### src/rtl/instr_axil_rd_master.sv
// instr_axil_rd_master
//   Turns each OBI instruction fetch into a single AR/R read on the simplified
//   AXI-lite read channel. Only one read is outstanding at a time, so responses
//   come back in order. If a read stalls too long, it is aborted and an error
//   response is returned.
//
// Ports
//   clk, rst_n            clock, asynchronous active-low reset
//   obi_req/obi_addr      fetch request and byte address from the core
//   obi_gnt               address phase accepted (combinational in IDLE)
//   obi_rvalid/rdata/err  one-cycle response pulse; rdata and err hold afterwards
//   araddr/arvalid/arready    read address channel (araddr is word aligned)
//   rdata/rvalid/rready       read data channel
//   timeout_clr           clears timeout_sticky
//   timeout_sticky        set by any timeout abort
//   busy                  a transaction is in flight
module instr_axil_rd_master #(
  parameter int unsigned TIMEOUT_CYCLES = 32,
  parameter logic [31:0] ERR_DATA       = 32'h0000_0013,
  parameter int unsigned CNT_W          = 16
) (
  input  logic        clk,
  input  logic        rst_n,
  input  logic        obi_req,
  input  logic [31:0] obi_addr,
  output logic        obi_gnt,
  output logic        obi_rvalid,
  output logic [31:0] obi_rdata,
  output logic        obi_err,
  output logic [31:0] araddr,
  output logic        arvalid,
  input  logic        arready,
  input  logic [31:0] rdata,
  input  logic        rvalid,
  output logic        rready,
  input  logic        timeout_clr,
  output logic        timeout_sticky,
  output logic        busy
);

  typedef enum logic [1:0] {StIdle, StAr, StR} state_e;

  localparam bit TimeoutEn = (TIMEOUT_CYCLES != 0);
  localparam int unsigned TimeoutLastInt = TimeoutEn ? TIMEOUT_CYCLES - 1 : 0;
  localparam logic [CNT_W-1:0] TimeoutLast = CNT_W'(TimeoutLastInt);
  localparam logic [CNT_W-1:0] CntMax = '1;

  state_e            state_q, state_d;
  logic [31:0]       araddr_q, araddr_d;
  logic              arvalid_q, arvalid_d;
  logic              obi_rvalid_q, obi_rvalid_d;
  logic [31:0]       obi_rdata_q, obi_rdata_d;
  logic              obi_err_q, obi_err_d;
  logic              sticky_q, sticky_d;
  logic [CNT_W-1:0]  cnt_q, cnt_d;

  logic              ar_hs, r_hs, timeout_hit, abort;
  logic [CNT_W-1:0]  cnt_inc;

  // In IDLE rready stays high so that a late or stale rvalid is drained silently.
  assign rready  = (state_q != StAr);
  assign obi_gnt = (state_q == StIdle) && obi_req;
  assign busy    = (state_q != StIdle);

  assign ar_hs   = arvalid_q && arready;
  assign r_hs    = rvalid && rready;
  assign cnt_inc = (cnt_q == CntMax) ? cnt_q : cnt_q + 1'b1;
  // cnt_q counts the cycles already spent in AR+R. This cycle is therefore cycle
  // cnt_q+1, and it is the last one allowed when cnt_q reaches TIMEOUT_CYCLES-1.
  assign timeout_hit = TimeoutEn && (cnt_q >= TimeoutLast);

  always_comb begin
    state_d      = state_q;
    araddr_d     = araddr_q;
    arvalid_d    = arvalid_q;
    obi_rvalid_d = 1'b0;
    obi_rdata_d  = obi_rdata_q;
    obi_err_d    = obi_err_q;
    cnt_d        = cnt_q;
    sticky_d     = sticky_q && !timeout_clr;
    abort        = 1'b0;

    unique case (state_q)
      StIdle: begin
        if (obi_req) begin
          araddr_d  = {obi_addr[31:2], 2'b00};
          arvalid_d = 1'b1;
          cnt_d     = '0;
          state_d   = StAr;
        end
      end
      StAr: begin
        // A handshake takes priority over a timeout that hits in the same cycle.
        if (ar_hs) begin
          arvalid_d = 1'b0;
          cnt_d     = cnt_inc;
          state_d   = StR;
        end else if (timeout_hit) begin
          abort = 1'b1;
        end else begin
          cnt_d = cnt_inc;
        end
      end
      StR: begin
        if (r_hs) begin
          obi_rvalid_d = 1'b1;
          obi_rdata_d  = rdata;
          obi_err_d    = 1'b0;
          state_d      = StIdle;
        end else if (timeout_hit) begin
          abort = 1'b1;
        end else begin
          cnt_d = cnt_inc;
        end
      end
      default: state_d = StIdle;
    endcase

    // arvalid is dropped without a handshake here. This is a deliberate recovery
    // path for a responder that never answers.
    if (abort) begin
      arvalid_d    = 1'b0;
      state_d      = StIdle;
      obi_rvalid_d = 1'b1;
      obi_err_d    = 1'b1;
      obi_rdata_d  = ERR_DATA;
      sticky_d     = 1'b1;  // a new abort overrides a simultaneous clear
    end
  end

  always_ff @(posedge clk or negedge rst_n) begin
    if (!rst_n) begin
      state_q      <= StIdle;
      araddr_q     <= '0;
      arvalid_q    <= 1'b0;
      obi_rvalid_q <= 1'b0;
      obi_rdata_q  <= '0;
      obi_err_q    <= 1'b0;
      sticky_q     <= 1'b0;
      cnt_q        <= '0;
    end else begin
      state_q      <= state_d;
      araddr_q     <= araddr_d;
      arvalid_q    <= arvalid_d;
      obi_rvalid_q <= obi_rvalid_d;
      obi_rdata_q  <= obi_rdata_d;
      obi_err_q    <= obi_err_d;
      sticky_q     <= sticky_d;
      cnt_q        <= cnt_d;
    end
  end

  assign araddr         = araddr_q;
  assign arvalid        = arvalid_q;
  assign obi_rvalid     = obi_rvalid_q;
  assign obi_rdata      = obi_rdata_q;
  assign obi_err        = obi_err_q;
  assign timeout_sticky = sticky_q;

endmodule

### config.mk
export PLATFORM = sky130hd
export DESIGN_NAME = instr_axil_rd_master
export DESIGN_NICKNAME = d
export VERILOG_FILES = /design/src/rtl/instr_axil_rd_master.sv
export SDC_FILE = /design/constraint.sdc
export NUM_CORES = 1
export LEC_CHECK = 0
export CORE_UTILIZATION = 48
export DETAILED_ROUTE_END_ITERATION = 8
export GPL_TIMING_DRIVEN = 0
export HOLD_SLACK_MARGIN = 0.15
export PLACE_DENSITY = 0.85
export SLEW_MARGIN = 20
export SYNTH_ARGS = -nofsm -noshare
export SYNTH_HDL_FRONTEND = slang
export SYNTH_SLANG_ARGS = --single-unit
### constraint.sdc
create_clock -name clk -period 3.7 [get_ports clk]
set_input_delay 1.11 -clock clk [delete_from_list [all_inputs] [get_ports clk]]
set_output_delay 1.11 -clock clk [all_outputs]
set_load 0.02 [all_outputs]
==> results summary <==
The tightest min-delay check is of the reg2reg type. The final-report hold violation count came out at 0. The number of nets with antenna violations after routing came out at 0. The final critical-path required period came out at 3600 ps. The count of pins over their slew limit came out at 0. In this run, synthesis inferred 0 flip-flops with an integrated enable. STA classifies the critical path startpoint as a primary input. The internal power contribution is 2.51 mW.

In the synthesized netlist the dominant register cell turns out to be sky130_fd_sc_hd__dfrtp_1. The post-synthesis adder-cell area fraction is 1.61%. The count of boundary I/O pins is about 140. Wires add up to 10.3 mm. Summing the areas of all xor and xnor instances in the mapped netlist gives 0% of the synthesized area. The number of instances in the synthesized netlist is 381. The total of max-cap violations is 0. After synthesis, the largest family of logic cells by area is simple AND/OR/NAND/NOR gates. The H-tree depth reported by CTS came out at 3.

Yosys printed 0 warnings. The share of total power in sequential cells is 34.4%. Using the TritonRoute via totals, the vias-per-cell ratio works out to 5.42. The top cell type's share of synthesized area is 54.1%. Summing the sequential cell areas from Yosys gives between 50% and 60% of the chip area. The number of failing setup endpoints in the final timing report came out at 0. The number of antenna violations at the first check in global routing is 0. Net switching is between 30% and 40% of the power.

The power density over cell area is 748 nW/um2. The die outline width is a little over 90 um. For this design the static power due to leakage is 2.40 nW. The effective utilization at floorplan came out at about 50%. The cell area that synthesis handed to floorplanning was slightly below 4000 um2.

TritonCTS built the clock tree. The worst setup path is captured at an output pin. The layout net count is ~610. The number of buffers on the longest clock path came out at 2. The CTS root buffer is sky130_fd_sc_hd__clkbuf_8. Buffers inserted to repair hold after CTS numbered 0. Along the worst path, the maximum fanout reaches 4. The antenna diode instance count is 0. The die height came out at 92.0 um. The worst max-slew margin expressed relative to the limit came out at between 60 and 70%. Cells with a size suffix above 1 make up 12.4% of the layout. The number of clock sinks came out at 84. The biggest area contributor in the post-synthesis netlist is sky130_fd_sc_hd__dfrtp_1.

The share of the clock period used by the worst path came out at 97.4%. The area growth from synthesis to layout is 43.5%. Detailed placement ended at an HPWL of between 7 and 8 mm. The minimum hold slack is 492 ps. Setup repair after global routing left no endpoint under its margin. Ranked by total cell area, the synthesized netlist is headed by sky130_fd_sc_hd__dfrtp_1, sky130_fd_sc_hd__mux2_2, sky130_fd_sc_hd__nand2_1. The later-pin clock latency in the skew report came out at 360 ps. The total congestion overflow came out at 0. The highest attainable clock frequency is roughly 0.28 GHz.

The maximum vdd drop came out at roughly 0.39 mV. For this design the total switching power over the nets is 1.66 mW. The area used by multi-input combinational logic came out at 1640 um2. In this run the tool buffered the top-level ports with 136 buffer cells. In the routed design, unresolved DRC markers number 0.

The standard cell core area came out at ~8000 um2. The area fraction in compound gates after synthesis is around 14%. Across every metal layer, demand over resource in global routing totals approximately 25%. The kind of critical path is in2out. The total number of placement rows is 32. The count of TritonRoute iterations in the first routing pass is 4. Entering global routing, the biggest net connects 48 pins.

The average wire per standard cell came out at 16.2 um. The worst clock skew came out at approximately 11 ps. Per report_power, the combinational group accounts for a little over 50% of the total. The DRC marker count from the first detailed-route iteration came out at 254. The overall via count from detail_route came out at 3,450. The via count of the first global-routing pass came out at ~3,500. Data arrives at the worst endpoint at 2490 ps. STA puts the critical path data required time at 2590 ps.

The setup slack of the most critical reg-to-reg path came out at 1340 ps. The last weighted congestion value of the routability-driven placer came out at 0.904. After filler insertion, the fill cell instance count of the layout stands at around 590. The clock-pin slew of the registers on the worst-case setup and hold paths came out at about 90 ps.

The per-instance average area after synthesis came out at 10.2 um2. The total area of sequential cells came out at 2100 um2. The first global-routing pass estimated 16.7 mm of wire. Synthesis instantiated 48 different standard cells from the library. The synthesized netlist devotes 17.4% of its cell area to simple gates. The share of total power dissipated in the clock network is around 14%. The fraction of synthesis flops using an asynchronous set or reset pin came out at 100%. The portion of synthesized area spent on multiplexers is 8.95%.

Post-CTS repair changed the size of 0 cells. The flow ran to the end, and the final reports show no timing, DRC or antenna violations. Among all cell types in the netlist, the one instantiated most often is sky130_fd_sc_hd__dfrtp_1. Adding up every negative setup slack in the final design gives 0 ps.

The die outline area is 8460 um2. The flop and latch count out of synthesis came out at 84. Counting the buffers created by CTS gives 9. By count the netlist is led by sky130_fd_sc_hd__dfrtp_1, sky130_fd_sc_hd__nand2_1, sky130_fd_sc_hd__a21oi_1, sky130_fd_sc_hd__mux2_2, sky130_fd_sc_hd__clkbuf_1. After clock tree synthesis, the setup repair step added 0 buffers.

At the pin with the least slew margin, the transition time is 574 ps.
## worst max-delay path: stages
cell and delay, ps:
sky130_fd_sc_hd__clkdlybuf4s50_1 500, sky130_fd_sc_hd__nand2_1 130, sky130_fd_sc_hd__inv_1 130, sky130_fd_sc_hd__clkdlybuf4s50_1 610
## layout make-up
cell class | instances | share of cell area [%]
clock inverter | 6 | 0.875
buffer | 24 | 2.06
timing repair buffer | 137 | 24.9
clock buffer | 9 | 2.22
multi-input combinational | 264 | 29.3
tap | 102 | 2.29
sequential | 84 | 37.7
inverter | 10 | 0.673
## through the flow
step	cell area [um2]	std cells	worst slack [ps]	total power, mW	util (%)
finish	5580	636	95.7	4.17	71.8
global route	5580	636	30.7	4.40	71.8
CTS	5580	636	93.6	4.19	71.8
detailed placement	5410	621	104	3.59	69.6
global placement	5380	620	-1430	3.51	69.3
floorplan	3890	382	1240	2.58	-
## power groups by stage
stage / combinational [mW] / clock, mW / sequential, mW
2_1_floorplan: 0.751 / 0 / 1.83
3_3_place_gp: 2.08 / 0 / 1.43
3_5_place_dp: 2.13 / 0 / 1.45
4_1_cts: 2.14 / 0.612 / 1.44
5_1_grt: 2.28 / 0.641 / 1.47
6_report: 2.13 / 0.601 / 1.43
## state kept, by name, indices dropped and copies added (netlist names)
signal	cells
obi_rdata	32
araddr	30
cnt_q	16
state_q	2
arvalid	1
obi_err	1
obi_rvalid	1
timeout_sticky	1
## placed cells by master (no fill, tap or decap), types with 9 or more instances in the layout
master and instances:
sky130_fd_sc_hd__a21oi_1 45, sky130_fd_sc_hd__a31oi_1 12, sky130_fd_sc_hd__clkbuf_1 13, sky130_fd_sc_hd__clkbuf_8 9
sky130_fd_sc_hd__clkdlybuf4s50_1 135, sky130_fd_sc_hd__dfrtp_1 84, sky130_fd_sc_hd__inv_1 10, sky130_fd_sc_hd__mux2_2 30
sky130_fd_sc_hd__nand2_1 79, sky130_fd_sc_hd__nand3_1 9, sky130_fd_sc_hd__nor2_1 12
## layer usage
metal	vias up	track usage, %	share of wire, %
li1	1631	-	-
met3	15	7.71	7.4
met2	131	42.7	51
met1	1673	30.8	40
met4	0	8.20	1.5
met5	-	0	0
## final timing paths
kind                                      from              to  cells past startpoint
worst min-delay path            timeout_sticky  timeout_sticky                      1
min in group asynchronous                rst_n        cnt_q[6]                      1
worst min register to register  timeout_sticky  timeout_sticky                      1
worst max register to register      state_q[0]        cnt_q[9]                      7
worst max-delay path                   obi_req         obi_gnt                      4
max in group asynchronous                rst_n   obi_rdata[29]                      2
## logic make-up (layout without fill, tap and decap cells)
group,after synthesis,in the layout
mux,31,31
flops,84,84
buf+inv,34,186
compound gates,88,88
other cells,1,2
fa+ha+maj,5,5
simple gates,138,138
(Power assumes the default switching activity.)
